$ cat src/rtl/imem_arbiter.sv
// Shares one synchronous-read instruction memory port between CPU fetch (priority)
// and a debug reader with aging, routing each 1-cycle-latency response to its issuer.
module imem_arbiter #(
   parameter int unsigned ADDR_W   = 16,
   parameter int unsigned DATA_W   = 32,
   parameter int unsigned MAX_WAIT = 4
) (
   input  logic              clk,
   input  logic              reset,
   input  logic              fetch_req,
   input  logic [ADDR_W-1:0] fetch_addr,
   output logic              fetch_gnt,
   output logic              fetch_rvalid,
   output logic [DATA_W-1:0] fetch_rdata,
   input  logic              dbg_req,
   input  logic [ADDR_W-1:0] dbg_addr,
   output logic              dbg_gnt,
   output logic              dbg_rvalid,
   output logic [DATA_W-1:0] dbg_rdata,
   output logic [ADDR_W-1:0] mem_a,
   input  logic [DATA_W-1:0] mem_rd
);

   localparam int unsigned CNT_W = 4;

   logic [CNT_W-1:0]  wait_cnt;
   logic [CNT_W-1:0]  wait_cnt_nxt;
   logic              aged;
   logic              own_f;
   logic              own_d;
   logic [DATA_W-1:0] hold_f;
   logic [DATA_W-1:0] hold_d;

   // Grant, address mux and aging counter next value
   always_comb begin
      aged         = (wait_cnt == CNT_W'(MAX_WAIT));
      dbg_gnt      = dbg_req & (~fetch_req | aged);
      fetch_gnt    = fetch_req & ~dbg_gnt;
      mem_a        = dbg_gnt ? dbg_addr : fetch_addr;
      wait_cnt_nxt = wait_cnt;
      if (dbg_gnt || !dbg_req) begin
         wait_cnt_nxt = '0;
      end else if (!aged) begin
         wait_cnt_nxt = wait_cnt + CNT_W'(1);
      end
   end

   // Owner of the read in flight, plus last delivered word per port
   always_ff @(posedge clk or posedge reset) begin
      if (reset) begin
         wait_cnt <= '0;
         own_f    <= 1'b0;
         own_d    <= 1'b0;
         hold_f   <= '0;
         hold_d   <= '0;
      end else begin
         wait_cnt <= wait_cnt_nxt;
         own_f    <= fetch_gnt;
         own_d    <= dbg_gnt;
         if (own_f) hold_f <= mem_rd;
         if (own_d) hold_d <= mem_rd;
      end
   end

   assign fetch_rvalid = own_f;
   assign dbg_rvalid   = own_d;
   assign fetch_rdata  = own_f ? mem_rd : hold_f;
   assign dbg_rdata    = own_d ? mem_rd : hold_d;

endmodule

$ cat config.mk
export PLATFORM = sky130hd
export DESIGN_NAME = imem_arbiter
export DESIGN_NICKNAME = d
export VERILOG_FILES = /design/src/rtl/imem_arbiter.sv
export SDC_FILE = /design/constraint.sdc
export NUM_CORES = 1
export LEC_CHECK = 0
export CAP_MARGIN = 20
export CORE_MARGIN = 4
export CORE_UTILIZATION = 39
export CTS_CLUSTER_DIAMETER = 60
export DETAILED_ROUTE_END_ITERATION = 6
export HOLD_SLACK_MARGIN = 0.1
export PLACE_DENSITY = 0.85
export SLEW_MARGIN = 20
export SYNTH_ARGS = -nofsm -noshare
export SYNTH_HDL_FRONTEND = slang
export SYNTH_SLANG_ARGS = --single-unit
export TNS_END_PERCENT = 1
$ cat constraint.sdc
create_clock -name clk -period 2.7 [get_ports clk]
set_input_delay 0.27 -clock clk [delete_from_list [all_inputs] [get_ports clk]]
set_output_delay 0.27 -clock clk [all_outputs]
set_load 0.005 [all_outputs]
==> out/results.md, run 1 <==
| Stage | Item | Reported |
|:---|:---|:---|
| global routing | GRT Total Usage | 16.4% |
| run | Maximum Capacitance Violations | 0 |
| die | I/O pin count | 152 |
| place | Post-placement setup slack | 0.395 ns |
| finish | Nets | 404 |
| finish | Area taken by multi-input logic gates | 1040 µm² |
| clocking | TritonCTS clock tree | built |
| route | Number of DRC markers in iteration 0 | 38 |
| critical path | Critical Path Sink Type | output pin |
| timing | Hold_ws | 0.359 ns |
| finish | Area used by sequential logic in the layout | 1750 µm² |
| power and ir drop | Worst vdd rail ir drop | 0.000239 V |
| power and ir drop | Pwr Density | 592 nW/µm² |
| synthesis | Area of the mapped netlist | 2870 µm² |
| route | Number of nets with antenna violations after detailed routing | 0 |
| finish | Fraction of final layout cells sized beyond drive strength 1 | 29.2% |
| route | DRC violation count after routing | 0 |
| route | WL/cell | 16.3 µm |
| die | DIE WIDTH | 93.8 µm |
| power and ir drop | Power after layout | 2770 µW |
| synthesis | Number of cells produced by synthesis | 176 |
| synthesis | Synth warn | 0 |
| clocking | Root Buffer Master | clkbuf_8 |
| power and ir drop | Switching fraction of total power | 22.6% |
| timing | Clock period minus worst slack | 2.56 ns |
| finish | Count of fill cells added during filler insertion | 517 |
| finish | Highest-count cells in the layout ignoring fill and taps | clkdlybuf4s50_1, dfrtp_1, mux2_2 |
| place | Detailed-placement wirelength estimate | 5380 µm |
| clocking | Register clock-pin slew on the reported worst setup and hold paths | 0.07 ns |
| synthesis | Synthesis-stage register bit count | 70 |
| global routing | Global route total overflow | 0 |
| finish | Area Overhead vs Synth | 63.3% |
| clocking | Clock buffer count from CTS | 9 |
| route | Vias per cell | 4.61 |
| clocking | Maximum count of clock buffers along a single path | 2 |
| timing | Max Freq | 0.390 GHz |
| power and ir drop | Static Leak | 0.00195 µW |
| die | Starting Density | 41.1% |
| synthesis | Average footprint of a synthesized cell | 16.3 µm² |
| power and ir drop | Part of the power in the clock network | 29.9% |
| die | Area of the core | 6980 µm² |
| clocking | Insertion delay to the later sink of the worst-skew pair | 0.33 ns |
| timing | Worst rel slew slack | 69.4% |
| die | Y dimension of the die | 93.8 µm |
| synthesis | Sequential cell area fraction in the yosys report | 61.1% |
| global routing | Largest net degree at the start of global routing | 37 |
| die | Total Die Area | 8790 µm² |
| place | Port Buffers | 151 |
| power and ir drop | Internal Power | 2140 µW |
| critical path | Required time at the worst-slack endpoint | 2.43 ns |
| finish | Number of inserted diodes | 0 |
| finish | Final non-filler cell total | 435 |
| synthesis | Count of unique library cells instantiated by Yosys | 16 |
| power and ir drop | Fraction of power consumed by sequential logic | 44.0% |
| timing | Actual transition at the worst max-transition pin | 0.459 ns |
| synthesis | Number of nets in the synthesized netlist | 246 |
| die | Num rows | 30 |
| clocking | Number of sinks handled by clock tree synthesis | 70 |
| critical path | Arrival time of data at the critical path endpoint | 2.29 ns |
| critical path | Setup Crit Path Kind | flip-flop to output pin |
| timing | Worst-case clock skew | 0.0102 ns |
| route | Final Routed Wirelength | 7090 µm |
| clocking | # H-tree levels | 3 |
| global routing | Antenna violations before repair | 0 |
| power and ir drop | Combinational share of power | 26.1% |
| timing | Final max-slew violation count | 0 |
| outcome | Run status | completed |
| route | Vias after detailed routing | 2006 |
| power and ir drop | Sw power | 627 µW |
| global routing | Global-route wire length before repair | 11200 µm |
| place | Last weighted congestion value of the routability-driven placer | 0.676 |
| critical path | Critical Path Start Type | flip-flop |
| timing | Final hold vios | 0 |
| timing | Final worst-path cycle share | 94.9% |
| timing | Number of setup violations in the final report | 0 |
| timing | Worst setup margin | 0.137 ns |
| global routing | Vias in the first global route | 2232 |
| place | Total instance count after detailed placement | 419 |
| finish | Most common cell after layout, fill and taps aside | clkdlybuf4s50_1 |
| route | Drt first pass iters | 3 |
| critical path | Max FO, Critical Path | 19 |
| min path | Path type of the worst min-delay path | input port to asynchronous set/reset pin |
| critical path | Reg-to-reg setup timing slack | 1.34 ns |
## worst max-delay path, cell delays in order, from the launching register on
cell and delay, ns:
dfrtp_1 0.41, inv_1 0.07, ha_1 0.19, nand3b_4 0.10, a21boi_4 0.16, buf_6 0.22
mux2_2 0.35, clkdlybuf4s50_1 0.46
## cell usage after synthesis
| master | number | area (µm²) |
|---|---|---|
| dfrtp_1 | 70 | 1750 |
| buf_12 | 1 | 20.0 |
| clkbuf_1 | 2 | 7.51 |
| buf_2 | 6 | 30.0 |
| nor2_1 | 4 | 15.0 |
| inv_1 | 4 | 15.0 |
| mux2_2 | 68 | 766 |
| ha_1 | 2 | 25.0 |
| xnor2_1 | 1 | 8.76 |
| nand3b_4 | 1 | 20.0 |
| mux2_4 | 8 | 120 |
| nand3_1 | 2 | 10.0 |
| mux2_1 | 4 | 45.0 |
| nor2b_1 | 1 | 6.26 |
| xor2_1 | 1 | 8.76 |
| a21boi_4 | 1 | 18.8 |
## power by group through the flow
stage / logic (µW) / registers [µW] / clock network, µW
global route: 783 / 1230 / 899
global placement: 720 / 1230 / 0
CTS: 739 / 1220 / 856
finish: 724 / 1220 / 829
floorplan: 270 / 1230 / 0
detailed placement: 734 / 1240 / 0
## cells by family (layout without fill, tap and decap cells)
group / count (synthesis) / after routing / synth area share, %
muxes: 80 / 80 / 32.5
DFF: 70 / 70 / 61.1
buffers and inverters: 13 / 176 / 2.53
and+or+nand+nor: 8 / 8 / 1.79
adders and majority gates: 2 / 2 / 0.872
xor gates and xnor gates: 2 / 2 / 0.611
AOI/OAI and AO/OA: 1 / 1 / 0.655
## state kept, by name (all words and copies together), names as in the netlist
register	flops
dbg_rvalid	1
wait_cnt	4
fetch_rvalid	1
hold_f	32
hold_d	32
## layer usage
| metal | vias to the layer above | share of wire, % | track usage [%] |
|---|---|---|---|
| li1 | 931 | - | - |
| met1 | 955 | 38 | 18.6 |
| met2 | 110 | 49 | 27.4 |
| met3 | 10 | 12 | 7.21 |
| met4 | 0 | 1.3 | 5.78 |
| met5 | - | 0 | 0 |
## final timing paths
check                                    end  depth (start not counted)         from
min in group clk                   hold_d[6]                          1    hold_d[6]
worst max register to register  fetch_rvalid                          6  wait_cnt[0]
worst max-delay path                mem_a[6]                          7  wait_cnt[0]
max in group asynchronous          hold_f[4]                          3        reset
worst min register to register     hold_d[6]                          1    hold_d[6]
worst min-delay path              hold_d[19]                          3        reset
## stage by stage
stage	util (%)	area, µm²	TNS (ns)
after floorplan	-	2870	0
after global routing	67.1	4680	-0.000222
after CTS	67.0	4680	0
after detailed placement	64.2	4480	0
final	67.1	4680	0
after global placement	64.2	4480	0
## layout make-up
class / instances / share of cell area [%]
Tap cell: 96 / 2.56
Inverter: 4 / 0.321
Sequential cell: 70 / 37.4
Clock buffer: 12 / 3.31
Clock inverter: 4 / 0.962
Timing Repair Buffer: 156 / 33.2
Multi-Input combinational cell: 93 / 22.3
## timing repair
item | CTS | global route
endpoints found under the hold margin | 0 | 0
resized for setup | 0 | 1
hold buffers | 0 | 0
setup endpoints to repair | 0 | 16
buffers inserted | 0 | 0
No activity file was read; power rests on OpenSTA's default activity.
==> run 2, diff against run 1 <==
--- a/config.mk
+++ b/config.mk
@@ -13,4 +13,5 @@
 export HOLD_SLACK_MARGIN = 0.1
 export PLACE_DENSITY = 0.85
+export SKIP_LAST_GASP = 1
 export SLEW_MARGIN = 20
 export SYNTH_ARGS = -nofsm -noshare
==> constraint.sdc (replaced) <==
create_clock -name clk -period 2.7 [get_ports clk]
set_input_delay 0.27 -clock clk [delete_from_list [all_inputs] [get_ports clk]]
set_output_delay 0.27 -clock clk [all_outputs]
set_load 0.1 [all_outputs]
==> run 2 against run 1 <==
Against the previous run: count of clock-buffer cells in the layout shrank 3; critical path depth stayed put; clock power down 3.5%; power grew 58%.
==> out/results.md, run 2 (synthesized netlist as in run 1, its figures left out) <==
| Stage | Item | Reported |
|:---|:---|:---|
| outcome | Run status | completed |
| power and ir drop | Worst vdd rail ir drop | 0.000424 V |
| finish | Final non-filler cell total | 434 |
| clocking | Postcts setup bufs | 0 |
| critical path | Worst path max stage delay | 0.41 ns |
| clocking | Register clock-pin slew on the reported worst setup and hold paths | 0.07 ns |
| global routing | GRT Total Usage | 18.9% |
| clocking | # H-tree levels | 3 |
| route | Drt first pass iters | 2 |
| clocking | Maximum count of clock buffers along a single path | 2 |
| timing | Final max-slew violation count | 0 |
| finish | Number of inserted diodes | 0 |
| global routing | Largest net degree at the start of global routing | 39 |
| timing | Clock period minus worst slack | 2.42 ns |
| critical path | Critical Path Start Type | flip-flop |
| die | Y dimension of the die | 93.8 µm |
| timing | Setup repair after global routing missed its margin | false |
| critical path | Reg-to-reg setup timing slack | 1.29 ns |
| place | Detailed-placement wirelength estimate | 6260 µm |
| run | Maximum Capacitance Violations | 0 |
| place | Last weighted congestion value of the routability-driven placer | 0.667 |
| route | Number of DRC markers in iteration 0 | 36 |
| timing | Final total negative setup slack | 0 ns |
| die | Area of the core | 6980 µm² |
| place | Port Buffers | 151 |
| clocking | Clock buffer count from CTS | 9 |
| die | DIE WIDTH | 93.8 µm |
| clocking | Number of cells upsized or downsized after cts | 0 |
| global routing | Antenna violations before repair | 0 |
| route | Number of nets with antenna violations after detailed routing | 0 |
| critical path | Kind of cell with the highest combined delay on the critical path | buffers and inverters |
| critical path | Reg2Reg Launch Point | dbg_rvalid |
| critical path | Depth of the most critical reg-to-reg path | 2 |
| die | Num rows | 30 |
| die | Starting Density | 41.1% |
| critical path | Cell with the largest stage delay on the worst path | dfrtp_1 |
| clocking | Root Buffer Master | clkbuf_8 |
| critical path | Critical path buffer and inverter count | 3 |
| clocking | Hold buffers post-CTS | 0 |
| critical path | Reg-to-reg endpoint | hold_d[24] |
| die | Total Die Area | 8790 µm² |
| timing | Worst rel slew slack | 52.4% |
| timing | Number of setup violations in the final report | 0 |
| critical path | Critical Path Sink Type | output pin |
| global routing | Global route total overflow | 0 |
| timing | Max Freq | 0.414 GHz |
| global routing | Vias in the first global route | 2454 |
| power and ir drop | Pwr Density | 794 nW/µm² |
| timing | Final worst-path cycle share | 89.5% |
| timing | Actual transition at the worst max-transition pin | 0.713 ns |
| global routing | Global-route wire length before repair | 12600 µm |
| finish | Highest-count cells in the layout ignoring fill and taps | buf_12, dfrtp_1, mux2_2 |
| finish | Most common cell after layout, fill and taps aside | buf_12 |
| die | I/O pin count | 152 |
| timing | Worst-case clock skew | 0.00661 ns |
| power and ir drop | Static Leak | 0.00239 µW |
| place | Total instance count after detailed placement | 418 |
| power and ir drop | Power after layout | 4370 µW |
| critical path | Max FO, Critical Path | 18 |
| critical path | Required time at the worst-slack endpoint | 2.43 ns |
| finish | Nets | 403 |
| finish | Final core utilization | 78.8% |
| route | Vias after detailed routing | 2045 |
| finish | Area Overhead vs Synth | 91.8% |
| timing | Final hold vios | 0 |
| critical path | Worst Setup SP | wait_cnt[0] |
| critical path | Setup Crit Path Kind | flip-flop to output pin |
| min path | Path type of the worst min-delay path | input port to asynchronous set/reset pin |
| critical path | Ordered cell list for the critical path | inv_1, ha_1, nand3b_4, a21boi_4, buf_4, mux2_2, buf_12 |
| finish | Biggest regs | hold_d x32, hold_f x32, wait_cnt x4 |
| clocking | Insertion delay to the later sink of the worst-skew pair | 0.33 ns |
| critical path | Arrival time of data at the critical path endpoint | 2.15 ns |
| finish | Fraction of final layout cells sized beyond drive strength 1 | 54.1% |
| clocking | TritonCTS clock tree | built |
| clocking | Number of sinks handled by clock tree synthesis | 70 |
| route | Vias per cell | 4.71 |
| route | Final Routed Wirelength | 7930 µm |
| route | WL/cell | 18.3 µm |
| route | DRC violation count after routing | 0 |
run 2: worst max-delay path by stage:
stage / end / slack [ns] / cells after the start
floorplan: fetch_rvalid / 0.04 / 6
finish: mem_a[1] / 0.28 / 7
detailed placement: mem_a[1] / 0.60 / 5
global route: mem_a[6] / 0.19 / 7
global placement: mem_a[5] / 0.65 / 5
CTS: mem_a[1] / 0.25 / 7
run 2: layer usage:
metal,vias up,global-route usage (%),routed length (µm)
li1,928,-,-
met4,0,6.98,133
met2,107,33.4,4150
met5,-,0,0
met1,998,19.3,2710
met3,12,9.05,933
run 2: metrics by stage:
step           hold slack [ns]  worst slack [ns]  area [µm²]
2_1_floorplan            0.453            0.0373        2870
3_3_place_gp             0.465             0.651        5310
3_5_place_dp             0.498             0.597        5310
4_1_cts                  0.388             0.254        5500
5_1_grt                  0.421             0.188        5500
6_report                 0.377             0.283        5500
run 2: power by group:
group          leakage [µW]  internal (µW)  switching [µW]
Combinational       0.00146            838            1510
Sequential         0.000830           1180            36.7
Clock             0.0000948            420             380
run 2: final cells by class:
class                   instances  area (µm²)
clock buffers                   9         124
clock inverters                 7        65.1
fillers                       410        1480
inverters                       4        15.0
multi-input cells              93        1040
flip-flops and latches         70        1750
well taps                      96         120
repair buffers                155        2380
run 2: worst register-to-register path, cell delays in order (launching register included):
cell and delay [ns]:
dfrtp_1 0.40, buf_4 0.44, mux2_1 0.44
==> run 3, diff against run 2 <==
Settings changed: SETUP_SLACK_MARGIN from default to 0.2.
==> run 3 against run 2 <==
Against the previous run: worst setup slack better by 0.092 ns; first-iteration DRC count up 17%; non-clock buffer count is 1 higher; via count is 1.5% higher; fmax is 3.9% higher; critical path depth unchanged; power grew 0.82%; register-to-register slack worse by 0.14 ns; clock skew barely moved; clock power increased by 3.7%; routed wire length increased by 1.7%; cell area is 0.77% higher; critical endpoint is now mem_a[2]; largest power group unchanged.
==> out/results.md, run 3 (synthesized netlist as in run 1, its figures left out) <==
| Stage | Item | Reported |
|:---|:---|:---|
| outcome | Run status | completed |
| critical path | Critical Path Start Type | flip-flop |
| finish | Nets | 404 |
| route | Drt first pass iters | 4 |
| timing | Actual transition at the worst max-transition pin | 0.615 ns |
| global routing | Global-route wire length before repair | 13000 µm |
| min path | Path type of the worst min-delay path | input port to asynchronous set/reset pin |
| clocking | # H-tree levels | 3 |
| route | Vias after detailed routing | 2075 |
| route | Vias per cell | 4.77 |
| timing | Final worst-path cycle share | 86.1% |
| route | Number of DRC markers in iteration 0 | 42 |
| global routing | GR Util met1 | 20.2% |
| critical path | Cell with the largest stage delay on the worst path | dfrtp_1 |
| critical path | Ordered cell list for the critical path | inv_1, ha_1, nand3b_4, a21boi_4, buf_6, mux2_2, buf_12 |
| power and ir drop | Switching fraction of total power | 43.6% |
| die | Area of the core | 6980 µm² |
| finish | Most common cell after layout, fill and taps aside | buf_12 |
| global routing | Antenna violations before repair | 0 |
| finish | Highest-count cells in the layout ignoring fill and taps | buf_12, dfrtp_1, mux2_2 |
| die | Starting Density | 41.1% |
| power and ir drop | Worst vdd rail ir drop | 0.000378 V |
| global routing | GRT busiest layer | met2 |
| critical path | Depth of the most critical reg-to-reg path | 2 |
| power and ir drop | Internal Power | 2480 µW |
| clocking | Root Buffer Master | clkbuf_8 |
| global routing | GRT Total Usage | 19.4% |
| global routing | Global route total overflow | 0 |
| route | Number of nets with antenna violations after detailed routing | 0 |
| place | Last weighted congestion value of the routability-driven placer | 0.715 |
| clocking | Clock buffer count from CTS | 9 |
| route | Final Routed Wirelength | 8060 µm |
| power and ir drop | Part of the power in the clock network | 18.8% |
| timing | Clock period minus worst slack | 2.32 ns |
| clocking | TritonCTS clock tree | built |
| power and ir drop | Combinational share of power | 53.3% |
| place | Detailed-placement wirelength estimate | 6490 µm |
| clocking | Insertion delay to the later sink of the worst-skew pair | 0.32 ns |
| die | Num rows | 30 |
| power and ir drop | Power after layout | 4400 µW |
| critical path | Arrival time of data at the critical path endpoint | 2.05 ns |
| clocking | Maximum count of clock buffers along a single path | 2 |
| die | Total Die Area | 8790 µm² |
| finish | Biggest regs | hold_d x32, hold_f x32, wait_cnt x4 |
| clocking | Register clock-pin slew on the reported worst setup and hold paths | 0.07 ns |
| timing | Number of setup violations in the final report | 0 |
| route | DRC violation count after routing | 0 |
| global routing | Met2 usage | 34.0% |
| global routing | Largest net degree at the start of global routing | 26 |
| critical path | Critical Path Sink Type | output pin |
| global routing | Global Route met3 Usage | 9.46% |
| timing | Final max-slew violation count | 0 |
| timing | Worst-case clock skew | 0.00660 ns |
| timing | Setup repair after global routing missed its margin | false |
| die | DIE WIDTH | 93.8 µm |
| die | I/O pin count | 152 |
| power and ir drop | Static Leak | 0.00241 µW |
| place | Port Buffers | 151 |
| finish | Area Overhead vs Synth | 93.3% |
| timing | Worst rel slew slack | 59.0% |
| timing | Final total negative setup slack | 0 ns |
| power and ir drop | Fraction of power consumed by sequential logic | 27.9% |
| critical path | Setup Crit Path Kind | flip-flop to output pin |
| power and ir drop | Sw power | 1920 µW |
| clocking | Number of sinks handled by clock tree synthesis | 70 |
| timing | Max Freq | 0.430 GHz |
| finish | Fraction of final layout cells sized beyond drive strength 1 | 54.6% |
| route | WL/cell | 18.5 µm |
| critical path | Required time at the worst-slack endpoint | 2.43 ns |
| power and ir drop | Pwr Density | 794 nW/µm² |
| critical path | Worst path max stage delay | 0.42 ns |
| die | Y dimension of the die | 93.8 µm |
| global routing | Vias in the first global route | 2473 |
| run | Maximum Capacitance Violations | 0 |
| finish | Number of inserted diodes | 0 |
| critical path | Max FO, Critical Path | 19 |
| timing | Final hold vios | 0 |
-- run 3: what timing repair did --
| item | in CTS | in global routing |
|---|---|---|
| setup buffers | 0 | 0 |
| gates resized for setup | 0 | 1 |
| endpoints found under the setup margin | 0 | 8 |
| hold buffers | 0 | 0 |
-- run 3: power by group through the flow --
| stage | Clock, µW | Combinational, µW | Sequential [µW] |
|---|---|---|---|
| final | 830 | 2350 | 1230 |
| after global routing | 909 | 2400 | 1240 |
| after CTS | 851 | 2360 | 1230 |
| after detailed placement | 0 | 2360 | 1250 |
| after global placement | 0 | 2330 | 1240 |
| after floorplan | 0 | 1450 | 1240 |
-- run 3: layout make-up --
cell class              instances  area (µm²)
flip-flops and latches         70        1750
clock inverters                 2        12.5
multi-input cells              93        1050
inverters                       4        15.0
clock buffers                  14         193
repair buffers                156        2410
fillers                       405        1440
well taps                      96         120
-- run 3: final timing paths --
check	startpoint	end	slack (ns)
setup / recovery	wait_cnt[0]	mem_a[2]	0.38
hold / removal	reset	hold_f[7]	0.30
setup reg to reg	fetch_rvalid	hold_f[28]	1.15
hold reg to reg	wait_cnt[0]	wait_cnt[0]	0.50
max in group asynchronous	reset	hold_f[16]	1.67
min in group clk	wait_cnt[0]	wait_cnt[0]	0.50
-- run 3: metrics by stage --
stage	cell area [µm²]	setup slack, ns	utilization (%)	hold slack (ns)	std cells
4_1_cts	5540	0.282	79.4	0.307	435
3_5_place_dp	5340	0.628	76.4	0.487	419
2_1_floorplan	2870	0.304	-	0.453	176
5_1_grt	5540	0.243	79.4	0.335	435
3_3_place_gp	5340	0.656	76.4	0.468	419
6_report	5540	0.375	79.4	0.301	435
-- run 3: critical path: cells and delay by family, from the launching register on --
| family | cells | cell delay [ns] |
|---|---|---|
| simple gates | 1 | 0.10 |
| flops | 1 | 0.42 |
| compound gates | 1 | 0.16 |
| buf+inv | 3 | 0.47 |
| mux | 1 | 0.39 |
| fa+ha+maj | 1 | 0.18 |
-- run 3: metal layers --
metal  wire length, µm  up-vias
li1                  -      927
met1              2770     1023
met2              4220      115
met3               930       10
met4               146        0
met5                 0        -
